--- src/rtl/difftest_trigger_pkg.sv ---
// Shared definitions for the trigger-CSR difftest source: CSR addresses and
// the snapshot record carried through the alignment pipeline.
package difftest_trigger_pkg;

    localparam logic [11:0] ADDR_TSELECT = 12'h7A0;
    localparam logic [11:0] ADDR_TDATA1  = 12'h7A1;
    localparam logic [11:0] ADDR_TINFO   = 12'h7A4;

    typedef struct packed {
        logic [63:0] tselect;
        logic [63:0] tdata1;
        logic [63:0] tinfo;
        logic [7:0]  coreid;
    } trig_rec_t;

endpackage

--- src/rtl/difftest_delay_pipe.sv ---
// Fixed-depth valid+payload shift register. A stage's payload only loads when
// the incoming valid is set, so the output payload holds between records.
module difftest_delay_pipe #(
    parameter int  DEPTH = 2,
    parameter type T     = logic
) (
    input  logic clock,
    input  logic reset,
    input  logic vld_i,
    input  T     pay_i,
    output logic vld_o,
    output T     pay_o
);

    logic [DEPTH:1] vld_q;
    T               pay_q [1:DEPTH];

    for (genvar k = 1; k <= DEPTH; k++) begin : g_stage
        logic vld_in;
        T     pay_in;

        if (k == 1) begin : g_head
            assign vld_in = vld_i;
            assign pay_in = pay_i;
        end else begin : g_body
            assign vld_in = vld_q[k-1];
            assign pay_in = pay_q[k-1];
        end

        always_ff @(posedge clock) begin
            if (reset) begin
                vld_q[k] <= 1'b0;
                pay_q[k] <= '0;
            end else begin
                vld_q[k] <= vld_in;
                if (vld_in) pay_q[k] <= pay_in;
            end
        end
    end

    assign vld_o = vld_q[DEPTH];
    assign pay_o = pay_q[DEPTH];

endmodule

--- src/rtl/difftest_trigger_csr_source.sv ---
// Snoops CSR writes to shadow tselect/tdata1 and emits a delayed snapshot
// record whenever the visible trigger state changes (or on force/init).
module difftest_trigger_csr_source
    import difftest_trigger_pkg::*;
#(
    parameter int          NUM_TRIGGERS = 4,
    parameter int          DELAY        = 2,
    parameter logic [63:0] TINFO_VAL    = 64'h0000_0000_0000_0004,
    parameter logic [63:0] TDATA1_WMASK = 64'hFFFF_FFFF_FFFF_FFFF
) (
    input  logic        clock,
    input  logic        reset,
    input  logic        io_wen,
    input  logic [11:0] io_waddr,
    input  logic [63:0] io_wdata,
    input  logic        io_force_sync,
    input  logic [7:0]  io_coreid_in,
    output logic        io_enable,
    output logic [63:0] io_tselect,
    output logic [63:0] io_tdata1,
    output logic [63:0] io_tinfo,
    output logic [7:0]  io_coreid,
    output logic [31:0] io_rec_count
);

    localparam int IDX_W = (NUM_TRIGGERS > 1) ? $clog2(NUM_TRIGGERS) : 1;

    logic [IDX_W-1:0] tsel_q, tsel_d;
    logic [63:0]      shadow_q [NUM_TRIGGERS];
    logic [63:0]      shadow_d [NUM_TRIGGERS];
    logic             init_pending_q;
    logic [31:0]      rec_count_q;

    logic      change;
    logic      rec_valid0;
    trig_rec_t rec0;
    trig_rec_t rec_out;

    always_comb begin
        tsel_d   = tsel_q;
        shadow_d = shadow_q;
        if (io_wen) begin
            case (io_waddr)
                // WARL: out-of-range selects are dropped, not truncated
                ADDR_TSELECT: if (io_wdata < 64'(NUM_TRIGGERS)) tsel_d = io_wdata[IDX_W-1:0];
                ADDR_TDATA1:  shadow_d[tsel_q] = (shadow_q[tsel_q] & ~TDATA1_WMASK)
                                               | (io_wdata & TDATA1_WMASK);
                ADDR_TINFO:   ;
                default:      ;
            endcase
        end
    end

    always_comb begin
        change     = (tsel_d != tsel_q) || (shadow_d[tsel_d] != shadow_q[tsel_q]);
        rec_valid0 = change || io_force_sync || init_pending_q;
        rec0       = '{tselect: 64'(tsel_d),
                       tdata1:  shadow_d[tsel_d],
                       tinfo:   TINFO_VAL,
                       coreid:  io_coreid_in};
    end

    always_ff @(posedge clock) begin
        if (reset) begin
            tsel_q         <= '0;
            init_pending_q <= 1'b1;
            for (int i = 0; i < NUM_TRIGGERS; i++) shadow_q[i] <= '0;
        end else begin
            tsel_q         <= tsel_d;
            init_pending_q <= 1'b0;
            shadow_q       <= shadow_d;
        end
    end

    difftest_delay_pipe #(
        .DEPTH (DELAY),
        .T     (trig_rec_t)
    ) u_pipe (
        .clock (clock),
        .reset (reset),
        .vld_i (rec_valid0),
        .pay_i (rec0),
        .vld_o (io_enable),
        .pay_o (rec_out)
    );

    always_ff @(posedge clock) begin
        if (reset)          rec_count_q <= '0;
        else if (io_enable) rec_count_q <= rec_count_q + 32'd1;
    end

    assign io_tselect   = rec_out.tselect;
    assign io_tdata1    = rec_out.tdata1;
    assign io_tinfo     = rec_out.tinfo;
    assign io_coreid    = rec_out.coreid;
    assign io_rec_count = rec_count_q;

endmodule
--- config.mk ---
export PLATFORM = sky130hd
export DESIGN_NAME = difftest_trigger_csr_source
export DESIGN_NICKNAME = d
export VERILOG_FILES = /design/src/rtl/difftest_trigger_pkg.sv /design/src/rtl/difftest_delay_pipe.sv /design/src/rtl/difftest_trigger_csr_source.sv
export SDC_FILE = /design/constraint.sdc
export NUM_CORES = 1
export LEC_CHECK = 0
export BUFFER_PORTS_ARGS = -buffer_cell sky130_fd_sc_hd__clkbuf_2
export CORE_MARGIN = 2
export CORE_UTILIZATION = 23
export DETAILED_ROUTE_END_ITERATION = 10
export GPL_ROUTABILITY_DRIVEN = 0
export PLACE_DENSITY = 0.49
export SLEW_MARGIN = 20
export SYNTH_ARGS = -nofsm -noshare
export SYNTH_HDL_FRONTEND = slang
export SYNTH_HIERARCHICAL = 1
export SYNTH_SLANG_ARGS = --single-unit
--- constraint.sdc ---
create_clock -name clock -period 7.5 [get_ports clock]
set_input_delay 0.75 -clock clock [delete_from_list [all_inputs] [get_ports clock]]
set_output_delay 0.75 -clock clock [all_outputs]
set_load 0.005 [all_outputs]
==> metrics, run 1 <==
Max clock buf depth=3; clock root buffer=clkbuf_16; CTS tree=built; max-slew violation count=0; Async S/R FF share, synth=0%; number of synthesized flops with an enable pin=400; slowest stage delay, CP=820 ps; synthesized area=0.0329 mm2; Post-CTS Setup Inserts=0; sequential-to-total area share from yosys stat=54.4%; sequential cell area=0.0179 mm2; worst setup path class=in2reg; Final HPWL DP=82.1 mm; via count of the first global-routing pass=24,800; RR Startpoint=tsel_q[1]; Worst-Skew Late Latency=670 ps; Starting Density=23.2%; VDD IR-drop max=0.140 mV; worst hold path class=in2reg; FF-to-FF path depth=15; post-layout min period=6400 ps; R2R Path End=u_pipe/pay_q[1][46]; GRT Total Usage=16.2%; WL/cell=22.7 um; HP Start=io_wdata[46]; CP Capture Type=flop; multi-input combinational cell area=0.0142 mm2; Nets=3,524; vias per cell=4.88; Fill cells=14,900; Area contributors post-synth=edfxtp_1, dfxtp_1, and3b_1; setup TNS=0 ps; Die Y-Extent=382 um; crit path DAT=6750 ps; Max-cap violations=0; Hold Fails Final Rpt=0; Slew headroom=22.2%; clock sinks=693; largest family of logic cells by synthesized area=simple AND/OR/NAND/NOR gates; leakage=16.0 nW; TritonCTS buffer count=81; compound-cell area share of the yosys netlist=11.9%; Simple-Gate Fraction of Synth Area=23.2%; Period Utilization, post-route=85.3%; fmax=0.156 GHz; Synth Register Bits=693; Yosys cell types=82; WP data required=7850 ps; largest net degree at the start of global routing=237; first-pass GRT wire length=177 mm; initial antenna violation count=27; Die X=382 um; Core Footprint=0.142 mm2; hold path cells=3; antenna viol nets, final=0; DIE AREA=0.146 mm2; routed vias=26,300; leading area contributor after synthesis=edfxtp_1; Worst Skew=45.7 ps; Post-Syn Instances=3,111; layout cells sized above 1=18.9%; Startpoint Class=input port; FF-to-FF setup slack=1820 ps; Synth Area in XOR/XNOR=1.63%; status=completed; cts hold-fix bufs=0; Worst Hold End=shadow_q[46]; YS warnings=6; Row Count=138; post-CTS sizing=0; First-pass DRT Iterations=5; Worst Max-Slew Pin Slew=1170 ps; drt total wl=123 mm; GRT overflow=0; DRC Markers=0; starting DRC count in detailed routing=2,842; IO Pins=321; Power Dens Cells=218 mW/mm2; total chip power=8.65 mW; largest fanout on the critical path=52; Synth Flop Type=edfxtp_1; clk slew on worst S/H paths=60 ps; Yosys top cell area share=36.5%; synthesized area per cell=10.6 um2; CTS HTree Levels=3; worst path cell trace=clkbuf_2 -> nor4_1 -> nand4_1 -> nor4_4 -> a21oi_1 -> nor2_4 -> buf_12 -> o21ai_0 -> o22ai_1 -> xor2_1 -> a2111oi_0 -> buf_4 -> nand4_1 -> nor3_1 -> buf_4 -> nand3_4 -> or2_4 -> buf_12; CP max-delay cell=nor4_1; mux cell area share after synthesis=4.77%; RSZ-0062 raised after global routing=false; Synth Area in Adders=0.0381%; Final Setup Violations=0; Area Growth Syn to Fin=20.5%; PortBufs=320
[worst max path at each step]
stage	start	to	slack [ps]	cells after the start
finish	io_wdata[38]	u_pipe/pay_q[1][46]	1100	18
global route	io_wdata[38]	u_pipe/pay_q[1][46]	1170	18
CTS	io_wdata[38]	u_pipe/pay_q[1][58]	1370	18
detailed placement	io_wdata[38]	u_pipe/pay_q[1][55]	720	18
global placement	io_wdata[38]	u_pipe/pay_q[1][48]	680	18
floorplan	io_wdata[32]	u_pipe/pay_q[1][0]	820	16
[report_power, final]
group	internal, mW	total, mW	switching, mW
Combinational	0.140	0.417	0.278
Sequential	4.18	4.23	0.0541
Clock	2.32	4.00	1.68
Total	6.64	8.65	2.01
[cells in the final DEF (no fill, tap or decap), types with 9 or more instances in the layout]
cell and instances:
mux4_2 61, nand2_1 558, buf_12 9, and3_1 15, clkbuf_1 17, xor2_1 41, and3b_1 400, or2_2 18
a21oi_1 286, inv_1 16, o32ai_1 10, nand3_1 25, clkinv_1 9, o21ai_0 86, buf_4 84, nand4_1 22
o221ai_1 50, nand3b_1 12, clkbuf_16 84, mux2i_1 15, nor3_1 30, o22a_1 20, nor2_1 141, or3_1 14
clkinv_2 17, o22ai_1 62, nor4_1 36, clkbuf_2 319, a211oi_1 10, or4_1 9, a21o_1 11, xnor2_1 20
dfxtp_1 290, edfxtp_1 400, conb_1 126
[per-layer routing]
layer	wire, um	GRT usage (%)	vias to the layer above
met4	5460	7.24	28
met1	53100	22.4	12700
met5	165	0	-
met2	51700	23.7	1380
li1	-	-	11900
met3	12200	4.10	297
[worst max-delay path: cells and delay by family]
kind	cells	cell delay (ps)
AND/OR/NAND/NOR	8	3030
AO/OA/AOI/OAI	4	1590
buffers and inverters	5	1110
XOR/XNOR	1	140
[cell usage after synthesis (all sizes together), types with 7 or more instances]
| cell | number |
|---|---|
| nand2 | 562 |
| and3b | 400 |
| edfxtp | 400 |
| dfxtp | 293 |
| a21oi | 287 |
| clkbuf | 180 |
| nor2 | 143 |
| buf | 116 |
| o21ai | 91 |
| o22ai | 62 |
| mux4 | 61 |
| o221ai | 50 |
| nor4 | 41 |
| xor2 | 41 |
| nor3 | 31 |
| nand3 | 29 |
| nand4 | 23 |
| o22a | 20 |
| or2 | 20 |
| xnor2 | 20 |
| inv | 17 |
| and3 | 15 |
| mux2i | 15 |
| or3 | 14 |
| nand3b | 12 |
| a21o | 11 |
| or4 | 11 |
| a211oi | 10 |
| o211ai | 10 |
| o31ai | 10 |
| o32ai | 10 |
| a31oi | 8 |
| a22oi | 7 |
| nor2b | 7 |
[state kept, by name (all words and copies together), names as in the netlist]
signal and count:
u_pipe/g_stage.vld_in 1, tsel_q 2, shadow_q 256, init_pending_q 1, io_rec_count 32, u_pipe/vld_o 1, u_pipe/pay_q 400
[stage by stage]
| stage | instance area [um2] | hold slack, ps | setup WS (ps) | std cells | utilization (%) |
|---|---|---|---|---|---|
| floorplan | 33300 | 437 | 816 | 3235 | - |
| global placement | 36900 | 450 | 676 | 5242 | 26.1 |
| detailed placement | 36900 | 457 | 720 | 5242 | 26.1 |
| CTS | 39600 | 364 | 1370 | 5389 | 27.9 |
| global route | 39600 | 401 | 1170 | 5390 | 27.9 |
| finish | 39600 | 416 | 1100 | 5395 | 27.9 |
[cell type report]
class | instances | share of cell area (%)
antenna | 6 | 0.0379
clock buffer | 106 | 5.64
clock inverter | 41 | 1.05
inverter | 20 | 0.190
multi-input combinational | 2226 | 35.8
sequential | 693 | 45.2
tap | 1890 | 5.97
timing repair buffer | 413 | 6.11
[kinds of logic after synthesis]
kind of cell,count (synthesis)
AO/OA/AOI/OAI,627
buffers and inverters,316
flip-flops,693
multiplexers,80
XOR/XNOR,61
AND/OR/NAND/NOR,1331
adder cells (fa/ha/maj),1
other,2
Power figures use the tool's default switching activity.
==> run 2: changes to the inputs <==
--- a/config.mk
+++ b/config.mk
@@ -6,11 +6,13 @@
 export NUM_CORES = 1
 export LEC_CHECK = 0
 export BUFFER_PORTS_ARGS = -buffer_cell sky130_fd_sc_hd__clkbuf_2
+export CORE_ASPECT_RATIO = 1.2
 export CORE_MARGIN = 2
 export CORE_UTILIZATION = 23
 export DETAILED_ROUTE_END_ITERATION = 10
 export GPL_ROUTABILITY_DRIVEN = 0
 export PLACE_DENSITY = 0.49
+export RECOVER_POWER = 25
 export SLEW_MARGIN = 20
 export SYNTH_ARGS = -nofsm -noshare
 export SYNTH_HDL_FRONTEND = slang
==> run 2 against run 1 <==
The run now ends with capacitance limit, slew limit left. Flip-flop and latch count did not move. Total power rose by 0.52%. Register-to-register slack improved by 30 ps.
==> metrics, run 2 (synthesis gave the netlist of run 1 again) <==
Area Growth Syn to Fin=20.5% (about the same); Final Setup Violations=0 (unchanged); VDD IR-drop max=0.157 mV (+13%); Period Utilization, post-route=85.1% (-0.17 points); Nets=3,543 (+0.54%); Startpoint Class=input port; clock sinks=693 (unchanged); largest fanout on the critical path=20 (-62%); routed vias=26,500 (+0.46%); highest-count cells in the layout ignoring fill and taps=nand2_1, and3b_1, edfxtp_1; Power Dens Cells=219 mW/mm2 (+0.49%); Most flops, register=u_pipe/pay_q; Core Footprint=0.142 mm2 (-0.18%); max reg flops=400 (unchanged); CTS HTree Levels=3 (unchanged); worst path cell trace=clkbuf_2 -> nor4_1 -> nand4_1 -> nor4_4 -> buf_4 -> a21oi_1 -> nor2_4 -> buf_4 -> o21ai_0 -> o22ai_1 -> xor2_1 -> a2111oi_0 -> buf_4 -> nand4_1 -> nor3_1 -> buf_4 -> nand3_4 -> or2_4 -> buf_4; commonest non-fill, non-tap cell in the layout=nand2_1; Fill cells=14,800 (-0.39%); initial antenna violation count=32 (+19%); drt total wl=124 mm (+0.91%); vias per cell=4.94 (+1.1%); CP Capture Type=flop; CP max-delay cell=nor4_1; post-route cell area=0.0396 mm2 (about the same); setup TNS=0 ps (unchanged); post-CTS sizing=0 (unchanged); First-pass DRT Iterations=6 (+1); Slew headroom=-223% (-240 points); IO Pins=321 (unchanged); TritonCTS buffer count=78 (-3.7%); status=finished, violations left; DRC Markers=0 (unchanged); Worst-Skew Late Latency=680 ps (about the same); FF-to-FF path depth=13 (-2); via count of the first global-routing pass=24,800 (+0.085%); DIE AREA=0.146 mm2 (about the same); Die X=349 um (-8.6%); most used cell, CP=buf_4; hold path cells=3 (unchanged); Hold Fails Final Rpt=0 (unchanged); Max clock buf depth=3 (unchanged); worst hold path class=in2reg; Final HPWL DP=83.7 mm (+1.9%); antenna viol nets, final=0 (unchanged); Worst Max-Slew Pin Slew=4840 ps (+3670 ps); Die Y-Extent=418 um (+9.4%); fmax=0.157 GHz (+0.21%); WL/cell=23.1 um (+1.6%); Worst Skew=41.4 ps (-4.35 ps); crit path DAT=6770 ps (+20 ps); slowest stage delay, CP=950 ps (+130 ps); largest net degree at the start of global routing=228 (-3.8%); GRT Total Usage=16.4% (+0.21 points); worst setup path class=in2reg; clock root buffer=clkbuf_16; RSZ-0062 raised after global routing=false; GRT overflow=0 (unchanged); leakage=15.7 nW (-1.8%); first-pass GRT wire length=178 mm (+0.59%); cts hold-fix bufs=0 (unchanged); DP Area=0.0371 mm2 (+0.42%); post-layout min period=6380 ps (-13.1 ps); violated checks=capacitance limit, slew limit; max-slew violation count=400 (+400); Post-CTS Setup Inserts=0 (unchanged); clk slew on worst S/H paths=60 ps (about the same); Max-cap violations=3 (+3); Row Count=151 (+9.4%); CTS tree=built; PortBufs=320 (unchanged); Starting Density=23.2% (+0.041 points); starting DRC count in detailed routing=2,731 (-3.9%); WP data required=7880 ps (+30 ps); layout cells sized above 1=16.0% (-3.0 points)
run 2: layer usage:
metal | part of all wire (%) | up-vias | track usage (%)
li1 | - | 12000 | -
met1 | 40 | 12700 | 20.8
met3 | 9.3 | 360 | 4.24
met5 | 0.18 | - | 0
met4 | 5.8 | 38 | 9.00
met2 | 44 | 1371 | 25.4
run 2: power by group:
group / total [mW] / internal (mW) / leakage, nW / switching, mW
Clock: 4.04 / 2.39 / 1.30 / 1.65
Sequential: 4.23 / 4.18 / 6.83 / 0.0453
Combinational: 0.421 / 0.135 / 7.53 / 0.286
run 2: through the flow:
step | hold slack (ps) | total power [mW] | cells | setup WS, ps | utilization (%)
floorplan | 437 | 4.52 | 3235 | 816 | -
CTS | 360 | 8.82 | 5353 | 1380 | 28.1
detailed placement | 457 | 4.75 | 5210 | 687 | 26.2
global route | 397 | 9.01 | 5354 | 1080 | 28.0
finish | 412 | 8.69 | 5359 | 1120 | 28.0
global placement | 445 | 4.74 | 5210 | 644 | 26.2
run 2: path summary, 6_finish.rpt:
kind / from / to / slack (ps)
max: io_wdata[38] / u_pipe/pay_q[1][79] / 1120
min: io_wdata[2] / shadow_q[66] / 410
max reg2reg: tsel_q[0] / u_pipe/pay_q[1][79] / 1850
min reg2reg: shadow_q[120] / shadow_q[120] / 470
run 2: cell type report:
cell class	instances	area [um2]	area share (%)
Clock buffer	98	2150	5.43
Inverter	20	75.1	0.189
Sequential cell	693	17900	45.1
Timing Repair Buffer	435	2470	6.24
Antenna cell	6	15.0	0.0379
Clock inverter	45	522	1.32
Tap cell	1836	2300	5.80
Multi-Input combinational cell	2226	14200	35.8
run 2: worst max-delay path: cells and delay by family:
family,cells,cell delay [ps]
AOI/OAI and AO/OA,4,1350
xor gates and xnor gates,1,180
buffers and inverters,6,1530
and+or+nand+nor,8,2930
